`src/rtl/fb_arbiter_pkg.sv`:
```
// Shared framebuffer geometry, pixel/address types and RAM slot encoding
// used by the framebuffer arbiter and its bus interface.
package fb_pkg;
  localparam int FB_WIDTH  = 214;
  localparam int FB_HEIGHT = 160;
  localparam int FB_DEPTH  = FB_WIDTH * FB_HEIGHT;
  localparam int ADDR_W    = 16;
  localparam int PIXEL_W   = 3;

  typedef logic [PIXEL_W-1:0] pixel_t;
  typedef logic [ADDR_W-1:0]  fb_addr_t;

  typedef enum logic [1:0] {
    SLOT_NONE,
    SLOT_VGA,
    SLOT_CPU_RD,
    SLOT_CPU_WR
  } slot_t;

  localparam fb_addr_t FB_DEPTH_A = fb_addr_t'(FB_DEPTH);

  function automatic logic in_range(fb_addr_t a);
    return a < FB_DEPTH_A;
  endfunction
endpackage

```
`src/rtl/fb_arbiter_if.sv`:
```
// Scanout, CPU and RAM-side signals of the framebuffer arbiter.
// slave = arbiter side, master = surrounding VGA/CPU/RAM side.
interface fb_arbiter_if;
  import fb_pkg::*;

  fb_addr_t vga_addr;
  pixel_t   vga_pixel;
  logic     vblank;
  logic     cpu_req;
  logic     cpu_we;
  fb_addr_t cpu_addr;
  pixel_t   cpu_wdata;
  logic     cpu_ack;
  pixel_t   cpu_rdata;
  fb_addr_t ram_addr;
  logic     ram_we;
  pixel_t   ram_wdata;
  pixel_t   ram_rdata;

  modport slave (
    input  vga_addr, vblank, cpu_req, cpu_we, cpu_addr, cpu_wdata, ram_rdata,
    output vga_pixel, cpu_ack, cpu_rdata, ram_addr, ram_we, ram_wdata
  );

  modport master (
    output vga_addr, vblank, cpu_req, cpu_we, cpu_addr, cpu_wdata, ram_rdata,
    input  vga_pixel, cpu_ack, cpu_rdata, ram_addr, ram_we, ram_wdata
  );
endinterface

```
`src/rtl/fb_arbiter.sv`:
```
// Single-port framebuffer arbiter: scanout fetches win, CPU takes idle slots.
// Define FB_ARB_VBLANK_WR_EN to restrict CPU writes to vertical blanking.
module fb_arbiter
  import fb_pkg::*;
(
  input  logic         clk,
  input  logic         rst_async_n,
  fb_arbiter_if.slave  bus
);

  slot_t    slot, slot_n;
  fb_addr_t last_vga_addr;
  logic     vga_pend, vga_pend_n;
  logic     cpu_busy, cpu_busy_n;
  logic     cpu_oor, cpu_oor_n;
  pixel_t   vga_pixel_q;
  logic     vga_chg, vga_want, vga_zero, wr_ok, ack;
  fb_addr_t addr_n;
  logic     we_n;
  pixel_t   wdata_n;

  assign vga_chg  = (bus.vga_addr != last_vga_addr);
  assign vga_want = vga_pend | vga_chg;
  assign ack      = (slot == SLOT_CPU_RD) || (slot == SLOT_CPU_WR);

`ifdef FB_ARB_VBLANK_WR_EN
  // Tear-free mode: writes wait for blanking, reads go any time.
  assign wr_ok = !bus.cpu_we || bus.vblank;
`else
  logic unused_vblank;
  assign wr_ok         = 1'b1;
  assign unused_vblank = bus.vblank;
`endif

  always_ff @(posedge clk or negedge rst_async_n) begin
    if (!rst_async_n) begin
      slot          <= SLOT_NONE;
      last_vga_addr <= '1;
      vga_pend      <= 1'b0;
      cpu_busy      <= 1'b0;
      cpu_oor       <= 1'b0;
      vga_pixel_q   <= '0;
    end else begin
      slot     <= slot_n;
      vga_pend <= vga_pend_n;
      cpu_busy <= cpu_busy_n;
      cpu_oor  <= cpu_oor_n;
      if (vga_chg)
        last_vga_addr <= bus.vga_addr;
      if (vga_zero)
        vga_pixel_q <= '0;
      else if (slot == SLOT_VGA)
        vga_pixel_q <= bus.ram_rdata;
    end
  end

  always_comb begin
    slot_n     = SLOT_NONE;
    vga_pend_n = vga_want;
    vga_zero   = 1'b0;
    cpu_busy_n = cpu_busy && !ack;
    cpu_oor_n  = cpu_oor;
    addr_n     = '0;
    we_n       = 1'b0;
    wdata_n    = '0;
    if (vga_want && in_range(bus.vga_addr)) begin
      slot_n     = SLOT_VGA;
      vga_pend_n = 1'b0;
      addr_n     = bus.vga_addr;
    end else if (vga_want) begin
      // Off-screen scanout address: blank the pixel without touching RAM.
      vga_pend_n = 1'b0;
      vga_zero   = 1'b1;
    end else if (bus.cpu_req && !cpu_busy && wr_ok) begin
      slot_n     = bus.cpu_we ? SLOT_CPU_WR : SLOT_CPU_RD;
      cpu_busy_n = 1'b1;
      cpu_oor_n  = !in_range(bus.cpu_addr);
      addr_n     = bus.cpu_addr;
      we_n       = bus.cpu_we && in_range(bus.cpu_addr);
      wdata_n    = bus.cpu_wdata;
    end
  end

  // RAM controls are combinational, so hold them quiet while in reset.
  assign bus.ram_addr  = rst_async_n ? addr_n  : '0;
  assign bus.ram_we    = rst_async_n && we_n;
  assign bus.ram_wdata = rst_async_n ? wdata_n : '0;

  // Read data arrives the cycle after issue, the same cycle as the ack.
  assign bus.cpu_ack   = ack;
  assign bus.cpu_rdata = (slot == SLOT_CPU_RD && !cpu_oor) ? bus.ram_rdata : '0;
  assign bus.vga_pixel = vga_pixel_q;

endmodule

```
`src/flat_wrapper.sv`:
```
// flat-port wrapper written by rule: the top's interface ports become plain ports
module fb_arbiter_flat import fb_pkg::*;
  (clk, rst_async_n, bus_vga_addr, bus_vblank, bus_cpu_req, bus_cpu_we, bus_cpu_addr, bus_cpu_wdata, bus_ram_rdata, bus_vga_pixel, bus_cpu_ack, bus_cpu_rdata, bus_ram_addr, bus_ram_we, bus_ram_wdata);
  fb_arbiter_if bus_i ();
  input  logic clk;
  input  logic rst_async_n;
  input wire logic [$bits(bus_i.vga_addr)-1:0] bus_vga_addr;
  input wire logic [$bits(bus_i.vblank)-1:0] bus_vblank;
  input wire logic [$bits(bus_i.cpu_req)-1:0] bus_cpu_req;
  input wire logic [$bits(bus_i.cpu_we)-1:0] bus_cpu_we;
  input wire logic [$bits(bus_i.cpu_addr)-1:0] bus_cpu_addr;
  input wire logic [$bits(bus_i.cpu_wdata)-1:0] bus_cpu_wdata;
  input wire logic [$bits(bus_i.ram_rdata)-1:0] bus_ram_rdata;
  output wire logic [$bits(bus_i.vga_pixel)-1:0] bus_vga_pixel;
  output wire logic [$bits(bus_i.cpu_ack)-1:0] bus_cpu_ack;
  output wire logic [$bits(bus_i.cpu_rdata)-1:0] bus_cpu_rdata;
  output wire logic [$bits(bus_i.ram_addr)-1:0] bus_ram_addr;
  output wire logic [$bits(bus_i.ram_we)-1:0] bus_ram_we;
  output wire logic [$bits(bus_i.ram_wdata)-1:0] bus_ram_wdata;
  assign bus_i.vga_addr = bus_vga_addr;
  assign bus_i.vblank = bus_vblank;
  assign bus_i.cpu_req = bus_cpu_req;
  assign bus_i.cpu_we = bus_cpu_we;
  assign bus_i.cpu_addr = bus_cpu_addr;
  assign bus_i.cpu_wdata = bus_cpu_wdata;
  assign bus_i.ram_rdata = bus_ram_rdata;
  assign bus_vga_pixel = bus_i.vga_pixel;
  assign bus_cpu_ack = bus_i.cpu_ack;
  assign bus_cpu_rdata = bus_i.cpu_rdata;
  assign bus_ram_addr = bus_i.ram_addr;
  assign bus_ram_we = bus_i.ram_we;
  assign bus_ram_wdata = bus_i.ram_wdata;
  fb_arbiter u_core (.clk(clk), .rst_async_n(rst_async_n), .bus(bus_i));
endmodule
```
`config.mk`:
```
export PLATFORM = sky130hd
export DESIGN_NAME = fb_arbiter_flat
export DESIGN_NICKNAME = d
export VERILOG_FILES = /design/src/rtl/fb_arbiter_pkg.sv /design/src/rtl/fb_arbiter_if.sv /design/src/rtl/fb_arbiter.sv /design/src/flat_wrapper.sv
export SDC_FILE = /design/constraint.sdc
export NUM_CORES = 1
export LEC_CHECK = 0
export ABC_AREA = 1
export CAP_MARGIN = 0
export CORE_AREA = 2 2 69 71
export CTS_CLUSTER_DIAMETER = 30
export DETAILED_ROUTE_END_ITERATION = 8
export DIE_AREA = 0 0 71 73
export HOLD_SLACK_MARGIN = 0.02
export PLACE_DENSITY = 0.74
export SLEW_MARGIN = 20
export SYNTH_ARGS = -nofsm -noshare
export SYNTH_HDL_FRONTEND = slang
export SYNTH_SLANG_ARGS = --single-unit
```
`constraint.sdc`:
```
create_clock -name clk -period 1.8 [get_ports clk]
set_input_delay 0.36 -clock clk [delete_from_list [all_inputs] [get_ports clk]]
set_output_delay 0.36 -clock clk [all_outputs]
set_load 0.02 [all_outputs]
```
==> summary.md <==
| Metric | Value |
|---|---|
| Final-report setup violation count | 20 |
| Fin cells | 417 |
| Die H | 73 um |
| Reg-to-reg endpoint | u_core.cpu_oor |
| Failing checks | negative setup slack |
| Asr flop ratio synth | 100% |
| Slew @ Worst Pin | 245 ps |
| Post-route clock period utilization | 133% |
| Final Hold Viols | 0 |
| GR Util All Layers | 19.8% |
| Core area | ~4500 sq um |
| WL final | 5090 um |
| Starting Density | ~36% |
| # placed instances | 408 |
| Critical path arrival | 2030 ps |
| Ant diodes | 0 |
| Initial antenna violation count | 0 |
| CP Max Fanout | 5 |
| CTS Sinks | 23 |
| Outcome | complete, but fails checks |
| Ys Warns | 0 |
| Final-report max-slew violation count | 0 |
| GR Overflow Total | 0 |
| Largest net degree at the start of global routing | 27 |
| CTS tree | built |
| CTS H-Tree Depth | 1 |
| # port buffers | 68 |
| Placer congestion estimate | between 0.8 and 0.9 |
| Global-route wire length before repair | 8120 um |
| CTS clk-pin slew, worst paths | around 90 ps |
| Yosys cell types | 21 |
| # DRC | 0 |
| Vias | 1963 |
| Avg WL per Cell | ~12 um |
| Fin nets | 407 |
| Maximum vdd drop | 0.322 mV |
| Hold_buf cts | 0 |
| Site row count | 25 |
| Worst path required time | 1440 ps |
| Vias per cell | 4.71 |
| HP Class | in -> async |
| Min Tclk post-route | 2390 ps |
| Die area | ~5200 sq um |
| Avg Cell Area, Syn | between 6 and 7 sq um |
| Primary FF master, synth | dfstp_2 |
| Final worst slack | -588 ps |
| Register-to-Register Path Depth | 12 |
| Hold_ws | 260 ps |
| Netlist Area Pre-Place | 1630 sq um |
| Max-cap violation count | 0 |
| Syn nets | 305 |
| Clk Latency, worst-skew pair | 270 ps |
| Kind of critical path | reg -> out |
| Max clock buf depth | 2 |
| RSZ-0062 raised after global routing | yes |
| Area growth, synth to finish | 79.3% |
| Post-synth EDFFs | 0 |
| FMAX | ~420 MHz |
| Post-DP HPWL | 3710 um |
| P_leak | 0.00156 uW |
| PD cells | 447 nW/um^2 |
| TritonCTS Buffers | 3 |
| Vias in the first global route | 1848 |
| Post-Syn Instances | between 200 and 300 |
| Root buffer cell | clkbuf_8 |
| Reg2reg setup slack | roughly 110 ps |
| DIE WIDTH | around 71 um |
| Layout cell share with drive strength beyond 1 | 38.0% |
| Worst r2r src | u_core.last_vga_addr[1] |
| Crit start category | flop |
| First-pass DRT Iterations | 4 |
| Io pins | 70 |
| Post-synthesis sequential area ratio | a little over a third |
| FF+latch count, synth | 23 |
| Max-slew headroom | 83.6% |
| Antenna Violating Nets Remaining | 0 |
| Critical Path End Type | output port |
| Setup Skew | 1.66 ps |
| Initial DRC count | 96 |
==> how the worst max path moves through the flow <==
| stage | startpoint | endpoint | slack [ps] | depth (start not counted) |
|---|---|---|---|---|
| 2_1_floorplan | u_core.last_vga_addr[12] | bus_ram_wdata[0] | -30 | 10 |
| 3_3_place_gp | bus_vga_addr[0] | bus_ram_wdata[2] | -1070 | 13 |
| 3_5_place_dp | bus_vga_addr[4] | bus_ram_wdata[2] | -1110 | 13 |
| 4_1_cts | u_core.last_vga_addr[10] | bus_ram_addr[3] | -590 | 13 |
| 5_1_grt | u_core.last_vga_addr[13] | bus_ram_addr[3] | -710 | 13 |
| 6_report | u_core.last_vga_addr[1] | bus_ram_addr[3] | -590 | 13 |
==> cell usage in the layout (no fill, tap or decap), types with 4 or more instances in the layout <==
| cell type | synthesis | layout |
|---|---|---|
| buf_4 | 0 | 44 |
| dfrtp_1 | 7 | 7 |
| dlygate4sd2_1 | 0 | 16 |
| clkdlybuf4s50_1 | 0 | 28 |
| nand3_2 | 0 | 12 |
| nand3_1 | 20 | 7 |
| nand2_4 | 1 | 4 |
| nand2_1 | 88 | 71 |
| inv_1 | 47 | 47 |
| buf_6 | 2 | 28 |
| nor2_4 | 1 | 5 |
| dfstp_2 | 16 | 16 |
| nand4_1 | 18 | 18 |
| nand2_2 | 1 | 14 |
| nor2_1 | 26 | 23 |
==> where the power goes <==
group          total [uW]  internal, uW  switching [uW]  leakage [uW]
Clock                 335           155             180     0.0000255
Sequential            568           555            13.4      0.000251
Combinational         406           211             195       0.00129
Total                1310           921             388       0.00156
==> state kept, by name, summed over array words and instances, names as in the netlist <==
signal / cells
u_core.last_vga_addr: 16
u_core.cpu_oor: 1
u_core.slot: 2
u_core.bus.vga_pixel: 3
u_core.cpu_busy: 1
==> stage by stage <==
step           setup WS, ps  utilization (%)  power, uW  TNS (ps)  cell area (sq um)
6_report               -588             64.6       1310    -10820               2930
5_1_grt                -706             64.6       1380    -13150               2930
4_1_cts                -589             64.3       1300    -11490               2920
3_5_place_dp          -1110             60.4        976    -22750               2740
3_3_place_gp          -1070             60.4        965    -21930               2740
2_1_floorplan         -33.8                -        731      -513               1700
==> timing repair <==
item,CTS,global route
gates cloned,2,0
pin swaps,13,14
setup endpoints to repair,23,25
buffers inserted,5,0
gates resized for setup,153,23
==> worst max-delay path: stages (launching register included) <==
cell,delay (ps)
dfstp_2,540
inv_1,30
nand2_1,50
nand2_1,50
nor2_1,100
nand2_1,90
nor2_2,170
nand2_4,80
nor2_4,140
buf_6,130
buf_6,120
nand3_2,70
nand2_2,80
buf_6,110
==> cell type report <==
| class | count | area (sq um) |
|---|---|---|
| inverters | 47 | 176 |
| clock buffers | 3 | 41.3 |
| flip-flops and latches | 23 | 596 |
| well taps | 54 | 67.6 |
| multi-input cells | 167 | 918 |
| fillers | 369 | 1610 |
| clock inverters | 1 | 5.00 |
| repair buffers | 122 | 1130 |
==> synth_stat cells (2+ instances only) <==
| library cell | instances | area (sq um) |
|---|---|---|
| a21oi_1 | 3 | 15.0 |
| buf_2 | 5 | 25.0 |
| buf_6 | 2 | 22.5 |
| clkbuf_1 | 17 | 63.8 |
| dfrtp_1 | 7 | 175 |
| dfstp_2 | 16 | 420 |
| inv_1 | 47 | 176 |
| nand2_1 | 88 | 330 |
| nand3_1 | 20 | 100 |
| nand4_1 | 18 | 113 |
| nor2_1 | 26 | 97.6 |
| nor2_2 | 3 | 18.8 |
| xnor2_1 | 2 | 17.5 |
==> logic make-up after synthesis <==
group / Yosys count / share of synthesized area [%]
flops: 23 / 36.4
xor+xnor: 2 / 1.07
buf+inv: 72 / 17.8
compound gates: 6 / 2.14
simple gates: 159 / 42.5
==> per-layer routing <==
metal  share of wire (%)  track usage [%]  vias to the layer above
met5                   0                0                        -
met3                 3.3             2.07                       10
li1                    -                -                      989
met4                 2.3             9.64                        0
met2                  55             36.2                       45
met1                  39             23.0                      919
Note: power is estimated with default switching activity, not from simulation.
